File: src/rtl/mips_defs_pkg.sv
// Shared MIPS decode constants: opcode/funct encodings, one-hot op bit positions,
// the reset vector and the link register index.
package mips_defs_pkg;

  localparam int OP_W = 20;
  localparam logic [31:0] RESET_PC_DEF = 32'hbfc00000;
  localparam logic [4:0]  REG_RA       = 5'd31;

  localparam logic [5:0] OPC_SPECIAL = 6'h00;
  localparam logic [5:0] OPC_J       = 6'h02;
  localparam logic [5:0] OPC_JAL     = 6'h03;
  localparam logic [5:0] OPC_BEQ     = 6'h04;
  localparam logic [5:0] OPC_BNE     = 6'h05;
  localparam logic [5:0] OPC_ADDIU   = 6'h09;
  localparam logic [5:0] OPC_LUI     = 6'h0f;
  localparam logic [5:0] OPC_LW      = 6'h23;
  localparam logic [5:0] OPC_SW      = 6'h2b;

  localparam logic [5:0] FN_SLL  = 6'h00;
  localparam logic [5:0] FN_SRL  = 6'h02;
  localparam logic [5:0] FN_SRA  = 6'h03;
  localparam logic [5:0] FN_JR   = 6'h08;
  localparam logic [5:0] FN_ADDU = 6'h21;
  localparam logic [5:0] FN_SUBU = 6'h23;
  localparam logic [5:0] FN_AND  = 6'h24;
  localparam logic [5:0] FN_OR   = 6'h25;
  localparam logic [5:0] FN_XOR  = 6'h26;
  localparam logic [5:0] FN_NOR  = 6'h27;
  localparam logic [5:0] FN_SLT  = 6'h2a;
  localparam logic [5:0] FN_SLTU = 6'h2b;

  // One-hot positions; R-type ALU ops occupy ADDU..SRA, control flow BEQ..JR.
  localparam int OPB_ADDU  = 0;
  localparam int OPB_SUBU  = 1;
  localparam int OPB_SLT   = 2;
  localparam int OPB_SLTU  = 3;
  localparam int OPB_AND   = 4;
  localparam int OPB_OR    = 5;
  localparam int OPB_XOR   = 6;
  localparam int OPB_NOR   = 7;
  localparam int OPB_SLL   = 8;
  localparam int OPB_SRL   = 9;
  localparam int OPB_SRA   = 10;
  localparam int OPB_ADDIU = 11;
  localparam int OPB_LUI   = 12;
  localparam int OPB_LW    = 13;
  localparam int OPB_SW    = 14;
  localparam int OPB_BEQ   = 15;
  localparam int OPB_BNE   = 16;
  localparam int OPB_J     = 17;
  localparam int OPB_JAL   = 18;
  localparam int OPB_JR    = 19;

endpackage

File: src/rtl/de_branch_unit.sv
// Combinational branch/jump resolver for the decode stage: taken flag and target
// address for BEQ/BNE/J/JAL/JR given the (possibly forwarded) operands.
module de_branch_unit
  import mips_defs_pkg::*;
(
  input  logic        is_beq,
  input  logic        is_bne,
  input  logic        is_j,
  input  logic        is_jal,
  input  logic        is_jr,
  input  logic [31:0] pc,
  input  logic [15:0] imm,
  input  logic [25:0] idx,
  input  logic [31:0] rs_op,
  input  logic [31:0] rt_op,
  output logic        br_taken,
  output logic [31:0] br_target
);

  logic [31:0] pc4;
  logic [31:0] br_off;

  always_comb begin
    pc4       = pc + 32'd4;
    br_off    = {{14{imm[15]}}, imm, 2'b00};
    br_taken  = 1'b0;
    br_target = pc4 + br_off;
    if (is_beq) begin
      br_taken = (rs_op == rt_op);
    end else if (is_bne) begin
      br_taken = (rs_op != rt_op);
    end else if (is_j || is_jal) begin
      br_taken  = 1'b1;
      br_target = {pc4[31:28], idx, 2'b00};
    end else if (is_jr) begin
      br_taken  = 1'b1;
      br_target = rs_op;
    end
  end

endmodule

File: src/rtl/decode_stage.sv
// MIPS decode stage: pipeline register, one-hot decode, branch resolution and
// nextpc steering. Define DE_FWD_EN to add exe/mem operand forwarding ports.
module decode_stage
  import mips_defs_pkg::*;
#(
  parameter logic [31:0] RESET_PC = RESET_PC_DEF
) (
  input  logic            clk,
  input  logic            reset,
  input  logic            fe_valid,
  input  logic [31:0]     fe_pc,
  input  logic [31:0]     fe_inst,
  output logic [31:0]     nextpc,
  output logic            de_allowin,
  input  logic            exe_allowin,
  input  logic            stall_req,
  output logic [4:0]      de_rf_raddr1,
  output logic [4:0]      de_rf_raddr2,
  input  logic [31:0]     rs_value,
  input  logic [31:0]     rt_value,
`ifdef DE_FWD_EN
  input  logic            exe_fwd_we,
  input  logic [4:0]      exe_fwd_dest,
  input  logic [31:0]     exe_fwd_data,
  input  logic            mem_fwd_we,
  input  logic [4:0]      mem_fwd_dest,
  input  logic [31:0]     mem_fwd_data,
`endif
  output logic            de_to_exe_valid,
  output logic [31:0]     de_pc,
  output logic [31:0]     de_inst,
  output logic [OP_W-1:0] de_op,
  output logic [31:0]     de_src1,
  output logic [31:0]     de_src2,
  output logic [4:0]      de_dest,
  output logic            de_bd,
  output logic            de_ri
);

  // Handshake: valid moves downstream when de_to_exe_valid & exe_allowin;
  // upstream sees de_allowin, which drops only while a held instruction cannot leave.
  logic        de_valid_q, de_valid_d;
  logic [31:0] de_pc_q, de_pc_d;
  logic [31:0] de_inst_q, de_inst_d;
  logic        de_bd_q, de_bd_d;
  logic        prev_is_br_q, prev_is_br_d;

  logic        ready_go;
  logic        is_br;
  logic        br_adv;
  logic        bd_pend;
  logic        br_taken;
  logic [31:0] br_target;
  logic [31:0] rs_op, rt_op;

  logic [5:0]  opcode, funct;
  logic [4:0]  rs_f, rt_f, rd_f;
  logic [15:0] imm;

  assign opcode = de_inst_q[31:26];
  assign funct  = de_inst_q[5:0];
  assign rs_f   = de_inst_q[25:21];
  assign rt_f   = de_inst_q[20:16];
  assign rd_f   = de_inst_q[15:11];
  assign imm    = de_inst_q[15:0];

  assign ready_go        = ~(de_valid_q & stall_req);
  assign de_allowin      = ~de_valid_q | (ready_go & exe_allowin);
  assign de_to_exe_valid = de_valid_q & ready_go;

  assign de_pc        = de_pc_q;
  assign de_inst      = de_inst_q;
  assign de_bd        = de_bd_q;
  assign de_rf_raddr1 = rs_f;
  assign de_rf_raddr2 = rt_f;

`ifdef DE_FWD_EN
  // Youngest producer wins; $zero is hardwired and never forwarded.
  always_comb begin
    rs_op = rs_value;
    if (exe_fwd_we && exe_fwd_dest != 5'd0 && exe_fwd_dest == rs_f) rs_op = exe_fwd_data;
    else if (mem_fwd_we && mem_fwd_dest != 5'd0 && mem_fwd_dest == rs_f) rs_op = mem_fwd_data;
    rt_op = rt_value;
    if (exe_fwd_we && exe_fwd_dest != 5'd0 && exe_fwd_dest == rt_f) rt_op = exe_fwd_data;
    else if (mem_fwd_we && mem_fwd_dest != 5'd0 && mem_fwd_dest == rt_f) rt_op = mem_fwd_data;
  end
`else
  assign rs_op = rs_value;
  assign rt_op = rt_value;
`endif

  always_comb begin
    de_op = '0;
    case (opcode)
      OPC_SPECIAL: begin
        case (funct)
          FN_ADDU: de_op[OPB_ADDU] = 1'b1;
          FN_SUBU: de_op[OPB_SUBU] = 1'b1;
          FN_SLT:  de_op[OPB_SLT]  = 1'b1;
          FN_SLTU: de_op[OPB_SLTU] = 1'b1;
          FN_AND:  de_op[OPB_AND]  = 1'b1;
          FN_OR:   de_op[OPB_OR]   = 1'b1;
          FN_XOR:  de_op[OPB_XOR]  = 1'b1;
          FN_NOR:  de_op[OPB_NOR]  = 1'b1;
          FN_SLL:  de_op[OPB_SLL]  = 1'b1;
          FN_SRL:  de_op[OPB_SRL]  = 1'b1;
          FN_SRA:  de_op[OPB_SRA]  = 1'b1;
          FN_JR:   de_op[OPB_JR]   = 1'b1;
          default: ;
        endcase
      end
      OPC_ADDIU: de_op[OPB_ADDIU] = 1'b1;
      OPC_LUI:   de_op[OPB_LUI]   = 1'b1;
      OPC_LW:    de_op[OPB_LW]    = 1'b1;
      OPC_SW:    de_op[OPB_SW]    = 1'b1;
      OPC_BEQ:   de_op[OPB_BEQ]   = 1'b1;
      OPC_BNE:   de_op[OPB_BNE]   = 1'b1;
      OPC_J:     de_op[OPB_J]     = 1'b1;
      OPC_JAL:   de_op[OPB_JAL]   = 1'b1;
      default: ;
    endcase
  end

  assign de_ri = ~|de_op;
  assign is_br = |de_op[OPB_JR:OPB_BEQ];

  always_comb begin
    de_src1 = rs_op;
    if (de_op[OPB_JAL]) de_src1 = de_pc_q + 32'd8;
    de_src2 = rt_op;
    if (de_op[OPB_ADDIU] | de_op[OPB_LW] | de_op[OPB_SW]) de_src2 = {{16{imm[15]}}, imm};
    else if (de_op[OPB_LUI]) de_src2 = {imm, 16'h0000};
    else if (de_op[OPB_JAL]) de_src2 = 32'd0;
    de_dest = 5'd0;
    if (|de_op[OPB_SRA:OPB_ADDU]) de_dest = rd_f;
    else if (de_op[OPB_ADDIU] | de_op[OPB_LUI] | de_op[OPB_LW]) de_dest = rt_f;
    else if (de_op[OPB_JAL]) de_dest = REG_RA;
  end

  de_branch_unit u_branch (
    .is_beq    (de_op[OPB_BEQ]),
    .is_bne    (de_op[OPB_BNE]),
    .is_j      (de_op[OPB_J]),
    .is_jal    (de_op[OPB_JAL]),
    .is_jr     (de_op[OPB_JR]),
    .pc        (de_pc_q),
    .imm       (imm),
    .idx       (de_inst_q[25:0]),
    .rs_op     (rs_op),
    .rt_op     (rt_op),
    .br_taken  (br_taken),
    .br_target (br_target)
  );

  // A branch leaving now makes whatever enters this cycle (or later) its delay slot.
  assign br_adv  = de_to_exe_valid & exe_allowin & is_br;
  assign bd_pend = prev_is_br_q | br_adv;

  always_comb begin
    de_valid_d   = de_valid_q;
    de_pc_d      = de_pc_q;
    de_inst_d    = de_inst_q;
    de_bd_d      = de_bd_q;
    prev_is_br_d = bd_pend;
    if (de_allowin) de_valid_d = fe_valid;
    if (de_allowin && fe_valid) begin
      de_pc_d      = fe_pc;
      de_inst_d    = fe_inst;
      de_bd_d      = bd_pend;
      prev_is_br_d = 1'b0;
    end
  end

  always_comb begin
    nextpc = fe_pc + 32'd4;
    if (!de_allowin) nextpc = fe_pc;
    else if (br_taken && de_to_exe_valid && exe_allowin) nextpc = br_target;
  end

  always_ff @(posedge clk or posedge reset) begin
    if (reset) begin
      de_valid_q   <= 1'b0;
      de_pc_q      <= RESET_PC;
      de_inst_q    <= 32'd0;
      de_bd_q      <= 1'b0;
      prev_is_br_q <= 1'b0;
    end else begin
      de_valid_q   <= de_valid_d;
      de_pc_q      <= de_pc_d;
      de_inst_q    <= de_inst_d;
      de_bd_q      <= de_bd_d;
      prev_is_br_q <= prev_is_br_d;
    end
  end

endmodule

File: config.mk
export PLATFORM = sky130hd
export DESIGN_NAME = decode_stage
export DESIGN_NICKNAME = d
export VERILOG_FILES = /design/src/rtl/mips_defs_pkg.sv /design/src/rtl/de_branch_unit.sv /design/src/rtl/decode_stage.sv
export SDC_FILE = /design/constraint.sdc
export NUM_CORES = 1
export LEC_CHECK = 0
export ABC_AREA = 1
export ABC_CLOCK_PERIOD_IN_PS = 4650
export CAP_MARGIN = 20
export CORE_MARGIN = 2
export CORE_UTILIZATION = 48
export CTS_BUF_LIST = sky130_fd_sc_hd__clkbuf_4
export DETAILED_ROUTE_END_ITERATION = 7
export PLACE_DENSITY = 0.94
export SLEW_MARGIN = 40
export SYNTH_ARGS = -nofsm -noshare
export SYNTH_HDL_FRONTEND = slang
export SYNTH_HIERARCHICAL = 1
export SYNTH_SLANG_ARGS = --single-unit
File: constraint.sdc
create_clock -name clk -period 4.65 [get_ports clk]
set_clock_uncertainty 0.05 [all_clocks]
set_input_delay 1.1625 -clock clk [delete_from_list [all_inputs] [get_ports clk]]
set_output_delay 1.1625 -clock clk [all_outputs]
set_load 0.02 [all_outputs]
==> run summary, run 1 <==
outcome - stopped before the end
Failed at - global routing (5_1_grt)
Error - [ERROR GRT-0232] Routing congestion too high. Check the congestion heatmap in the GUI.
Ys Warns - 6
dpl cell area - 15400 sq um
dpl hpwl - 43300 microns
RD Place Congestion - 1.18
Total GRT Usage - 88.8%
Worst EP kind - top-level output
H-Tree Depth - 3
Most used DFF post-synth - dfrtp_1
CTS root buf - clkbuf_4
clock buffer depth - 2
GRT worst endpoint - nextpc[27]
remaining global-route overflow - 258
die height - 151 microns
asr flop ratio synth - 100%
row count - 53
Yosys reg bits - 67
library cells used by synthesis - 49
Mapped Nets - 2081
clk sinks - 67
Post-Syn Area - 10400 sq um
area leader, netlist - nand2_1
synth cell count leaders - nand2_1 (713), nor2_1 (228), inv_1 (218), nand3_1 (123), o21ai_0 (104)
CTS buffer count - 9
largest net degree at the start of global routing - 72
largest cells by area after synthesis - nand2_1 (26%), dfrtp_1 (14%), nor2_1 (8.2%), inv_1 (7.9%), nand3_1 (5.9%)
Synth top area share - 25.8%
count leader, synth - nand2_1
part of the Yosys area used for sequential elements - 16.3%
synthesized instance count - 1910
starting density of the core - 49.2%
Die W - 151 microns
syn_area_per_cell - 5.43 sq um
Ports - 332
EDFF count, synth - 0
port bufs - 331
cells by family after synthesis:
logic type / share of synthesized area, %
AND/OR/NAND/NOR: 46.9
buffers and inverters: 12.0
AO/OA/AOI/OAI: 14.8
flip-flops: 16.3
XOR/XNOR: 5.31
adder cells (fa/ha/maj): 4.66
per-layer routing:
layer  overflow  GRT usage (%)
met5          5           61.4
met4         87           93.9
met3         15           80.5
met2        130           98.1
met1         21           86.4
metrics by stage:
step | hold slack (ns) | util [%] | setup TNS, ns | setup WS, ns | cells
after floorplan | 0.446 | - | 0 | 0.156 | 1910
after global placement | 0.414 | 73.1 | -19.20 | -0.672 | 2680
after detailed placement | 0.450 | 73.1 | -21.54 | -0.783 | 2680
after CTS | 0.483 | 78.0 | -7.19 | -0.518 | 2720
timing repair:
| item | CTS |
|---|---|
| gates resized for setup | 436 |
| setup endpoints to repair | 32 |
| cloned | 1 |
| hold buffers | 0 |
| hold endpoints to repair | 0 |
| setup buffers | 30 |
| pin swaps | 116 |
==> inputs of run 2 (changes only) <==
Settings changed: CORE_UTILIZATION 48 to 33, CTS_BUF_LIST sky130_fd_sc_hd__clkbuf_4 to not set, PLACE_DENSITY 0.94 to not set, PLACE_DENSITY_LB_ADDON set to 0.15.
==> run summary, run 2 <==
final worst slack - -0.564 ns
die height - 181 microns (was 151 microns)
Worst Tran Pin Value - 0.701 ns
syn_area_per_cell - 5.43 sq um (unchanged)
via count - 15324
reg2reg path depth - 7
largest fanout on the critical path - 3
area delta synth->final - 79.2%
row count - 64 (was 53)
EDFF count, synth - 0 (unchanged)
clock buffer depth - 2 (unchanged)
post-place setup slack - -0.972 ns (was -0.783 ns)
TritonCTS clock tree - yes
clk sinks - 67 (unchanged)
dpl hpwl - 47400 microns (was 43300 microns)
post-route clock period utilization - 112%
Post-Syn Area - 10400 sq um (unchanged)
Sw Pwr - 0.00323 W
CP Class - register to output port
most frequent cells in the layout - nand2_1 (609), buf_4 (285), clkdlybuf4s50_1 (235)
largest cells by area after synthesis - nand2_1 (26%), dfrtp_1 (14%), nor2_1 (8.2%), inv_1 (7.9%), nand3_1 (5.9%) (unchanged)
CTS root buf - clkbuf_16 (was clkbuf_4)
WL final - 59600 microns
Final Hold Violating Endpoints - 0
WP data arrival - 4.00 ns
Worst Setup SP - de_pc[2]
Seq pwr share - 13.6%
Worst setup SP type - register
setup_tns - -7.57 ns
worst r2r src - de_valid_q
Yosys reg bits - 67 (unchanged)
initial drt markers - 1346
Most used DFF post-synth - dfrtp_1 (unchanged)
asr flop ratio synth - 100% (unchanged)
remaining global-route overflow - 0
layout cells sized above 1 - 32.0%
CP delay by family, top - simple AND/OR/NAND/NOR gates
Slew HR - 53.3%
maximum vdd drop - 0.000199 V
Crit. End Element - output port
Clk pwr share - 11.4%
Ys Warns - 6 (unchanged)
Internal - 0.00303 W
outcome - finished, violations left (was stopped before the end)
WL per Instance - 20.4 microns
drt drc - 0
Final setup viols - 22
RD Place Congestion - 1.01 (was 1.18)
Clock transition at path regs - 0.07 ns
part of the Yosys area used for sequential elements - 16.3% (unchanged)
Total GRT Usage - 34.3%
port bufs - 331 (unchanged)
crit-path most repeated cell - nand2_1
library cells used by synthesis - 49 (unchanged)
hold_ws - 0.432 ns
largest net degree at the start of global routing - 91
drt pass-1 iters - 6
Mapped Nets - 2081 (unchanged)
Tightest Hold Check Type - register to register
synthesized instance count - 1910 (unchanged)
RSZ-0062 raised after global routing - true
R2R Setup Slk - 2.68 ns
worst path bufs/invs - 5
antenna violations before repair - 3
DIE AREA - 32900 sq um
Pwr per Cell Area - 337 nW/um^2
maxcap violations - 0
synth cell count leaders - nand2_1 (713), nor2_1 (228), inv_1 (218), nand3_1 (123), o21ai_0 (104) (unchanged)
reg2reg end - de_pc[24]
core area - 30700 sq um
vias per std cell - 5.26
design area - 18600 sq um
area leader, netlist - nand2_1 (unchanged)
vias in the first global route - 14211
CTS buffer count - 9 (unchanged)
Logic pwr share - 75.1%
Die W - 181 microns (was 151 microns)
most common cell after layout, fill and taps aside - nand2_1
worst skew pair latency - 0.36 ns
starting density of the core - 33.7% (was 49.2%)
required time of the critical path - 3.44 ns
failing checks - setup timing
Worst Min Path Start - de_bd
Leak - 9.09 nW
post-route antenna net violation count - 0
crit path capture - nextpc[31]
dpl cell area - 16100 sq um (was 15400 sq um)
nets - 2683
maximum clock rate - 192 MHz
H-Tree Depth - 3 (unchanged)
first-pass GRT wire length - 85700 microns
Synth top area share - 25.8% (unchanged)
highest-delay cell along the critical path - dfrtp_1
fin crit period - 5.21 ns
Crit path depth - 29
max incr delay on CP - 0.38 ns
switching share of power - 51.5%
Max Transition Viols Final - 0
Ports - 332 (unchanged)
count leader, synth - nand2_1 (unchanged)
run 2: cell counts after synthesis:
No cell type changed its count.
run 2: logic make-up after synthesis:
logic type | count (synthesis) | share of synthesized area (%)
buf+inv | 295 | 12.0
simple gates | 1168 | 46.9
xor+xnor | 62 | 5.31
flops | 67 | 16.3
fa+ha+maj | 38 | 4.66
compound gates | 280 | 14.8
run 2: timing repair:
item	in CTS	in global routing
pin swaps	115	153
setup buffers	23	31
gates cloned	1	0
endpoints found under the setup margin	32	30
hold buffers	0	0
gates resized for setup	505	322
run 2: how the worst min path moves through the flow:
| stage | endpoint | slack [ns] | depth (start not counted) |
|---|---|---|---|
| finish | de_bd | 0.43 | 2 |
| global route | de_bd | 0.49 | 2 |
| CTS | de_bd | 0.44 | 2 |
| detailed placement | de_bd | 0.42 | 2 |
| global placement | de_bd | 0.42 | 2 |
| floorplan | prev_is_br_q | 0.45 | 2 |
run 2: area by class of cell:
| class | instances | area (sq um) |
|---|---|---|
| Fill cell | 2979 | 12200 |
| Multi-Input combinational cell | 1548 | 9320 |
| Timing Repair Buffer | 657 | 5920 |
| Sequential cell | 67 | 1690 |
| Inverter | 229 | 883 |
| Tap cell | 396 | 495 |
| Clock buffer | 10 | 229 |
| Clock inverter | 6 | 48.8 |
| Antenna cell | 3 | 7.51 |
run 2: routing by layer:
metal / global-route usage (%) / share of wire (%)
met5: 0 / 0
met4: 13.5 / 4.3
met3: 5.26 / 8.7
met2: 54.7 / 45
met1: 46.5 / 42
run 2: worst reg2reg max path: cells and delay by family, from the launching register on:
kind                   cells  cell delay (ns)
DFF                        1             0.41
and+or+nand+nor            3             0.56
AOI/OAI and AO/OA          1             0.15
buffers and inverters      3             0.69
run 2: power by group through the flow:
| stage | clock, W | sequential, W | combinational [W] |
|---|---|---|---|
| 2_1_floorplan | 0 | 0.000996 | 0.00154 |
| 3_3_place_gp | 0 | 0.000844 | 0.00365 |
| 3_5_place_dp | 0 | 0.000845 | 0.00365 |
| 4_1_cts | 0.000717 | 0.000840 | 0.00407 |
| 5_1_grt | 0.000738 | 0.000861 | 0.00496 |
| 6_report | 0.000711 | 0.000850 | 0.00470 |
run 2: stage by stage:
stage	utilization [%]	std cells	total power [W]
final	60.4	2916	0.00626
after global routing	60.4	2916	0.00656
after global placement	52.5	2866	0.00450
after CTS	56.3	2893	0.00563
after detailed placement	52.5	2866	0.00450
after floorplan	-	1910	0.00254
No activity file was read; power rests on OpenSTA's default activity.
==> inputs of run 3 (changes only) <==
Settings changed: ABC_CLOCK_PERIOD_IN_PS 4650 to 5000, CORE_MARGIN 2 to 4, TNS_END_PERCENT set to 1.
Clock period 4.65 ns to 5 ns, I/O delays scaled along.
==> run summary, run 3 (synthesized netlist as in run 2, its figures left out) <==
Clk pwr share - 12.5% (was 11.4%)
drt pass-1 iters - 6 (unchanged)
Slew HR - 49.1% (was 53.3%)
post-route clock period utilization - 105%
GRT met3 Usage - 5.28% (was 5.26%)
required time of the critical path - 3.70 ns (was 3.44 ns)
Worst Hold Depth - 2 (unchanged)
CTS buffer count - 9 (unchanged)
RSZ-0062 raised after global routing - true (unchanged)
vias in the first global route - 13823 (was 14211)
Worst Tran Pin Value - 0.756 ns (was 0.701 ns)
worst r2r src - de_valid_q (unchanged)
Clock transition at path regs - 0.07 ns (about the same)
worst skew pair latency - 0.37 ns (was 0.36 ns)
Total GRT Usage - 32.9% (was 34.3%)
row count - 64 (unchanged)
reg2reg end - de_pc[23] (was de_pc[24])
CP delay by family, top - simple AND/OR/NAND/NOR gates (unchanged)
met2 usage - 51.5% (was 54.7%)
clock buffer depth - 2 (unchanged)
antenna violations before repair - 4 (was 3)
Placed Cells - 2816 (was 2866)
Max Transition Viols Final - 0 (unchanged)
WP data arrival - 3.96 ns (was 4.00 ns)
maximum vdd drop - 0.000203 V (was 0.000199 V)
clk sinks - 67 (unchanged)
die height - 185 microns (was 181 microns)
reg2reg path depth - 7 (unchanged)
final worst slack - -0.264 ns (was -0.564 ns)
fin crit period - 5.26 ns
remaining global-route overflow - 0 (unchanged)
dpl hpwl - 48500 microns (was 47400 microns)
DIE AREA - 34300 sq um (was 32900 sq um)
most common cell after layout, fill and taps aside - nand2_1 (unchanged)
worst path bufs/invs - 6 (was 5)
Worst setup SP type - register (unchanged)
crit-path most repeated cell - nand2_1 (unchanged)
Tightest Hold Check Type - register to register (unchanged)
max incr delay on CP - 0.38 ns (about the same)
via count - 14743 (was 15324)
WHS Endpoint - de_bd (unchanged)
Post-CTS Hold Fix Bufs - 0 (unchanged)
fin cells - 2843 (was 2916)
largest fanout on the critical path - 4 (was 3)
switching share of power - 51.2% (was 51.5%)
maximum clock rate - 190 MHz
R2R Setup Slk - 3.08 ns (was 2.68 ns)
Final setup viols - 23 (was 22)
starting density of the core - 33.7% (about the same)
Internal - 0.00252 W (was 0.00303 W)
most frequent cells in the layout - nand2_1 (673), clkdlybuf4s50_1 (283), buf_4 (261) (was nand2_1 (609), buf_4 (285), clkdlybuf4s50_1 (235))
dpl cell area - 15700 sq um (was 16100 sq um)
failing checks - setup timing (unchanged)
design area - 16700 sq um (was 18600 sq um)
area delta synth->final - 61.4% (was 79.2%)
WL final - 58300 microns (was 59600 microns)
Pwr per Cell Area - 309 nW/um^2 (was 337 nW/um^2)
nets - 2611 (was 2683)
WL per Instance - 20.5 microns (was 20.4 microns)
first-pass GRT wire length - 84800 microns (was 85700 microns)
core area - 30800 sq um (was 30700 sq um)
CTS root buf - clkbuf_16 (unchanged)
Sw Pwr - 0.00265 W (was 0.00323 W)
Ports - 332 (unchanged)
drt drc - 0 (unchanged)
TritonCTS clock tree - yes (unchanged)
Final Hold Violating Endpoints - 0 (unchanged)
CP Class - register to output port (unchanged)
outcome - finished, violations left (unchanged)
H-Tree Depth - 3 (unchanged)
Die W - 185 microns (was 181 microns)
Leak - 8.34 nW (was 9.09 nW)
met1 usage - 45.9% (was 46.5%)
Crit. End Element - output port (unchanged)
RD Place Congestion - 1.00 (was 1.01)
post-route antenna net violation count - 0 (unchanged)
maxcap violations - 0 (unchanged)
gr busiest metal - met2 (unchanged)
largest net degree at the start of global routing - 57 (was 91)
highest-delay cell along the critical path - dfrtp_1 (unchanged)
initial drt markers - 1508 (was 1346)
Seq pwr share - 15.4% (was 13.6%)
layout cells sized above 1 - 21.6% (was 32.0%)
port bufs - 331 (unchanged)
vias per std cell - 5.19 (was 5.26)
Logic pwr share - 72.1% (was 75.1%)
Worst Min Path Start - de_bd (unchanged)
## run 3: cell types whose count changed in the layout (fill, tap and decap cells not counted), moves of 20 or more
cell,previous run,this run
nand2_2,86,41
nand2_1,609,673
buf_4,285,261
nand3_1,90,110
inv_1,184,208
clkdlybuf4s50_1,235,283
buf_6,57,10
## run 3: worst max path at each step
stage                  to  cells past startpoint        start
2_1_floorplan  nextpc[29]                     23     de_pc[3]
6_report       nextpc[31]                     28     de_pc[3]
3_3_place_gp   nextpc[15]                     15  rt_value[8]
5_1_grt        nextpc[26]                     28     de_pc[2]
4_1_cts        nextpc[27]                     27     de_pc[3]
3_5_place_dp   nextpc[23]                     19  rt_value[8]
## run 3: routing by layer
| layer | vias up | part of all wire [%] |
|---|---|---|
| li1 | 7130 | - |
| met1 | 6870 | 43 |
| met2 | 626 | 45 |
| met3 | 115 | 7.8 |
| met4 | 2 | 3.9 |
| met5 | - | 0.019 |
## run 3: power groups by stage
| stage | sequential, W | combinational, W | clock [W] |
|---|---|---|---|
| 2_1_floorplan | 0.000927 | 0.00143 | 0 |
| 3_3_place_gp | 0.000795 | 0.00334 | 0 |
| 3_5_place_dp | 0.000796 | 0.00333 | 0 |
| 4_1_cts | 0.000792 | 0.00350 | 0.000654 |
| 5_1_grt | 0.000809 | 0.00398 | 0.000678 |
| 6_report | 0.000797 | 0.00373 | 0.000647 |
## run 3: layout make-up
class	count	area (sq um)
Clock buffer	12	246
Inverter	229	860
Clock inverter	4	35.0
Antenna cell	2	5.00
Multi-Input combinational cell	1548	8220
Timing Repair Buffer	585	5190
Tap cell	396	495
Sequential cell	67	1690
Fill cell	3185	14100
## run 3: repair_timing
action                                  4_1_cts  5_1_grt
gates resized for setup                     242      123
pin swaps                                    45       50
setup buffers                                 6        5
endpoints found under the setup margin       32       32
## run 3: worst register-to-register path, stage by stage (launching register included)
cell	delay, ns
dfrtp_1	0.41
inv_1	0.14
nor2_4	0.06
buf_4	0.25
nor2_4	0.16
buf_4	0.46
nand2_1	0.21
o21ai_0	0.12
## run 3: through the flow
stage	TNS [ns]	hold WS [ns]	utilization (%)	power, W	worst slack, ns
final	-2.67	0.465	54.3	0.00517	-0.264
after global routing	-8.45	0.528	54.3	0.00546	-0.440
after CTS	-4.31	0.474	53.0	0.00494	-0.267
after detailed placement	-17.81	0.458	50.8	0.00413	-0.640
after global placement	-17.17	0.439	50.8	0.00413	-0.619
after floorplan	0	0.446	-	0.00236	0.419
==> inputs of run 4 (changes only) <==
Settings changed: CAP_MARGIN 20 to 30.
==> results of run 4 <==
No change in the layout: final DEF, timing and power equal those of run 3.
